===== config.mk =====
export PLATFORM = sky130hd
export DESIGN_NAME = user_input_conditioner
export DESIGN_NICKNAME = d
export VERILOG_FILES = /design/src/rtl/user_input_conditioner.sv
export SDC_FILE = /design/constraint.sdc
export NUM_CORES = 1
export LEC_CHECK = 0
export CELL_PAD_IN_SITES_DETAIL_PLACEMENT = 1
export CELL_PAD_IN_SITES_GLOBAL_PLACEMENT = 2
export CORE_MARGIN = 2
export CORE_UTILIZATION = 30
export DETAILED_ROUTE_END_ITERATION = 7
export GPL_ROUTABILITY_DRIVEN = 0
export GPL_TIMING_DRIVEN = 0
export PLACE_DENSITY_LB_ADDON = 0.1
export SETUP_SLACK_MARGIN = 0.4
export SLEW_MARGIN = 20
export SYNTH_ARGS = -nofsm -noshare
export SYNTH_HDL_FRONTEND = slang
export SYNTH_SLANG_ARGS = --single-unit

===== constraint.sdc =====
create_clock -name clk -period 5.5 [get_ports clk]
set_clock_uncertainty 0.15 [all_clocks]
set_input_delay 1.375 -clock clk [delete_from_list [all_inputs] [get_ports clk]]
set_output_delay 1.375 -clock clk [all_outputs]
set_load 0.03 [all_outputs]

===== src/rtl/user_input_conditioner.sv =====
// Synchronises, debounces and edge-detects a raw W-bit input code, emitting one pulse per press.
// Define USER_INPUT_CONDITIONER_AUTOREPEAT_EN to add periodic repeat pulses while a code is held.
module user_input_conditioner #(
    parameter int              W               = 3,
    parameter int              DEBOUNCE_CYCLES = 16,
    parameter logic [W-1:0]    IDLE_CODE       = 3'h7,
    parameter int              REPEAT_CYCLES   = 64
) (
    input  logic         clk,
    input  logic         rst_n,
    input  logic [W-1:0] raw_in,
    output logic [W-1:0] code_out,
    output logic         code_valid,
    output logic [W-1:0] stable_level
);

    localparam int MAX_CYC = (DEBOUNCE_CYCLES > REPEAT_CYCLES) ? DEBOUNCE_CYCLES : REPEAT_CYCLES;
    localparam int CW      = $clog2(MAX_CYC) + 1;

    localparam logic [CW-1:0] DEB_LAST = CW'(DEBOUNCE_CYCLES - 1);
    localparam logic [CW-1:0] CNT_MAX  = '1;
`ifdef USER_INPUT_CONDITIONER_AUTOREPEAT_EN
    localparam logic [CW-1:0] REP_LAST = CW'(REPEAT_CYCLES - 1);
`endif

    typedef enum logic [1:0] {
        IDLE    = 2'd0,
        SETTLE  = 2'd1,
        PRESSED = 2'd2,
        RELEASE = 2'd3
    } state_t;

    state_t         state;
    logic [W-1:0]   sync_meta;
    logic [W-1:0]   sync;
    logic [W-1:0]   cand;
    logic [CW-1:0]  cnt;
    logic [CW-1:0]  cnt_inc;

    // Resetting the chain to IDLE_CODE keeps a press from appearing right after reset.
    always_ff @(posedge clk or negedge rst_n) begin
        if (!rst_n) begin
            sync_meta <= IDLE_CODE;
            sync      <= IDLE_CODE;
        end else begin
            sync_meta <= raw_in;
            sync      <= sync_meta;
        end
    end

    assign cnt_inc = (cnt == CNT_MAX) ? cnt : cnt + 1'b1;

    always_ff @(posedge clk or negedge rst_n) begin
        if (!rst_n) begin
            state        <= IDLE;
            cand         <= IDLE_CODE;
            cnt          <= '0;
            code_out     <= IDLE_CODE;
            code_valid   <= 1'b0;
            stable_level <= IDLE_CODE;
        end else begin
            code_out   <= IDLE_CODE;
            code_valid <= 1'b0;
            case (state)
                IDLE: begin
                    if (sync != IDLE_CODE) begin
                        cand  <= sync;
                        cnt   <= '0;
                        state <= SETTLE;
                    end
                end
                SETTLE: begin
                    if (sync == cand) begin
                        if (cnt >= DEB_LAST) begin
                            code_out     <= cand;
                            code_valid   <= 1'b1;
                            stable_level <= cand;
                            cnt          <= '0;
                            state        <= PRESSED;
                        end else begin
                            cnt <= cnt_inc;
                        end
                    end else if (sync == IDLE_CODE) begin
                        cnt   <= '0;
                        state <= IDLE;
                    end else begin
                        cand <= sync;
                        cnt  <= '0;
                    end
                end
                PRESSED: begin
                    if (sync != stable_level) begin
                        cnt   <= '0;
                        state <= RELEASE;
                    end
`ifdef USER_INPUT_CONDITIONER_AUTOREPEAT_EN
                    else if (cnt >= REP_LAST) begin
                        code_out   <= stable_level;
                        code_valid <= 1'b1;
                        cnt        <= '0;
                    end else begin
                        cnt <= cnt_inc;
                    end
`endif
                end
                RELEASE: begin
                    // A short excursion back to the held code is treated as a glitch.
                    if (sync == stable_level) begin
                        cnt   <= '0;
                        state <= PRESSED;
                    end else if (sync == IDLE_CODE) begin
                        if (cnt >= DEB_LAST) begin
                            stable_level <= IDLE_CODE;
                            cnt          <= '0;
                            state        <= IDLE;
                        end else begin
                            cnt <= cnt_inc;
                        end
                    end else begin
                        cand  <= sync;
                        cnt   <= '0;
                        state <= SETTLE;
                    end
                end
                default: begin
                    cnt   <= '0;
                    state <= IDLE;
                end
            endcase
        end
    end

endmodule

==> key figures <==
Synth
  – Register area share after synthesis: about 57%
  – Largest area contributor in the netlist: dfstp_2
  – Mean Syn Cell Area: approximately 12 sq um
  – Mapped Area: 1120 sq um
  – Async SR Flop Fraction: between 90% and 100%
  – Syn. warnings: 0
  – Unique cell type count in the Yosys netlist: 36
  – EDFF count, synth: 0
  – Top cells by area, synth: dfstp_2, dfrtp_1, xnor2_1, mux2_2, or2_2
  – Main synth FF type: dfstp_2
  – Syn Inst Count: between 90 and 100
  – Seq cells post-synth: 25
  – Mapped Nets: 98
  – Yosys top cell area share: about a third

Worst setup path
  – Delay-heaviest family, CP: buffers and inverters
  – Crit path cell chain: clkdlybuf4s50_1
  – Worst Path Max Fanout: 3
  – Crit start category: flip-flop
  – Slowest CP cell: clkdlybuf4s50_1
  – Buf/Inv on CP: 1
  – R2R depth: 4
  – Critical path capture point type: output pin
  – Req. time, crit path: roughly 4 ns
  – CP arrival: 1.50 ns
  – Reg2reg setup slack: approximately 3.2 ns
  – RR Startpoint: sync[0]
  – Critical path class: reg2out
  – CP peak stage delay: around 0.67 ns
  – Reg-to-Reg End: stable_level[2]
  – CP Launch Point: stable_level[1]

Global routing
  – Initial antenna violation count: 0
  – GRT overflow: 0
  – First-pass GRT wire length: roughly 4100 um
  – Total Routing Usage GR: between 10% and 20%
  – Vias in the first global route: ~840
  – Largest net degree at the start of global routing: 26

Placement
  – Placed Cells incl. Taps: roughly 150
  – DPL Wire Length: around 1700 um
  – I/O Buffers: 11
  – Setup slack at placement: 2.77 ns

Drt
  – Vias: 788
  – DRC: 0
  – DRT Pass-1 Iters: 4
  – ANT nets after route: 0
  – Vias per Instance: just over 5
  – WL/cell: around 15 um
  – Drt total wl: approximately 2400 um
  – Initial DRC count: 19

Die
  – Std-Cell Core Area: between 3000 and 4000 sq um
  – Starting Density: 31.0%
  – Die Y: between 60 and 70 um
  – Ports: 12
  – Die width: about 65 um
  – Die area: 4250 sq um
  – Core Rows: 22

Timing
  – Pins Over Slew Limit: 0
  – Min Tclk post-route: slightly above 3 ns
  – Final setup fails: 0
  – Max_slew headroom: between 50% and 60%
  – Upper clock frequency limit: ~330 MHz
  – Worst-Margin Slew: 0.692 ns
  – Final WS setup: between 2 and 2.5 ns
  – Final period utilization: 55.0%
  – Post-route setup TNS: 0 ns
  – Final Hold Fails: 0
  – RSZ-0062 raised after global routing: false

Run status
  – Status: completed

Clock tree
  – CTS max path bufs: 2
  – Post-CTS sizing: 0
  – CTS Root Cell: clkbuf_8
  – CTS Buf Count: 3
  – Worst-skew pair later-pin latency: around 0.27 ns
  – CTS tree: done
  – Post-CTS setup buffers: 0
  – Level count of the clock H-tree: 1
  – Hold_buf cts: 0
  – Clk sink count: 25
  – CTS clk-pin slew, worst paths: 0.09 ns

Pwr
  – P per Cell Area: 261 nW/um^2
  – LEAKAGE: between 0.4 and 0.5 nW
  – Worst IR Drop VDD: around 0.15 mV

Cells and area
  – Non-Filler Instances: about 160
  – Area of the multi-input gates: between 400 and 500 sq um
  – Fill cell count: 414
  – Layout Area Growth over Synthesis: 19.0%
  – Antenna Cells: 0
  – # nets final: ~110
  – Layout cells sized above 1: a little under a third
  – Register Area: 644 sq um

Hold path
  – WHS Path Cells: 0
  – Hold Crit Start: sync_meta[2]
  – Hold path endpoint: sync[2]
  – Hold crit path type: reg2reg

Run
  – Max cap viols: 0
power breakdown:
group	internal [mW]	leakage [nW]	switching, mW
sequential	0.196	0.292	0.00857
clock	0.0514	0.0217	0.0609
combinational	0.0144	0.183	0.0180
total	0.261	0.497	0.0874
worst max-delay path by stage:
stage	slack (ns)	cells after the start	end
CTS	2.45	1	stable_level[1]
global route	2.42	1	stable_level[1]
finish	2.47	1	stable_level[1]
detailed placement	2.77	1	stable_level[2]
global placement	2.60	1	code_valid
floorplan	3.36	0	stable_level[0]
cell usage after synthesis (all sizes together) (2+ instances only):
library cell and n:
a21oi 3, a221oi 3, a22oi 2, a31oi 4, and2 3, and3 2, dfrtp 10, dfstp 15
inv 6, mux2 3, nand2 2, nand4 4, o21ai 2, o22a 3, or2 5, xnor2 6
layout by cell type, fill, tap and decap left out, types with 2 or more instances in the layout:
cell type / count
a21oi_1: 3
a221oi_1: 3
a22oi_1: 2
a31oi_1: 4
and2_1: 3
clkbuf_8: 3
clkdlybuf4s50_1: 10
dfrtp_1: 10
dfstp_2: 15
inv_1: 6
mux2_2: 3
nand2_1: 2
nand4_1: 4
o21ai_0: 2
o22a_1: 3
or2_2: 5
xnor2_1: 6
logic make-up after synthesis:
group	count (synthesis)	synth area share (%)
buf+inv	7	2.34
fa+ha+maj	1	1.11
simple gates	24	13.5
flops	25	57.3
xor+xnor	6	4.67
compound gates	25	17.2
mux	4	3.89
final cells by class:
cell class              count  share of cell area [%]
plain buffers               1                   0.280
multi-input cells          60                    33.9
clock inverters             1                   0.561
inverters                   6                    1.68
flip-flops and latches     25                    48.1
clock buffers               3                    3.08
well taps                  48                    4.49
repair buffers             11                    7.85
per-stage QoR:
| stage | utilization (%) | area (sq um) | hold WS [ns] | power [mW] |
|---|---|---|---|---|
| 5_1_grt | 36.8 | 1340 | 0.217 | 0.369 |
| 6_report | 36.8 | 1340 | 0.211 | 0.349 |
| 3_3_place_gp | 35.6 | 1290 | 0.196 | 0.240 |
| 2_1_floorplan | - | 1120 | 0.195 | 0.227 |
| 3_5_place_dp | 35.5 | 1290 | 0.197 | 0.240 |
| 4_1_cts | 36.8 | 1340 | 0.211 | 0.356 |
state kept, by name, summed over array words and instances, names as in the netlist:
signal        count
stable_level      3
cnt               7
sync              3
sync_meta         3
code_valid        1
state             2
cand              3
code_out          3
metal layers:
metal  global-route usage [%]  wire [um]  vias up
met4                     6.25         44        0
met3                     2.40        110        4
met5                        0          0        -
li1                         -          -      373
met1                     17.3       1160      395
met2                     19.8       1050       16
(Power assumes the default switching activity.)
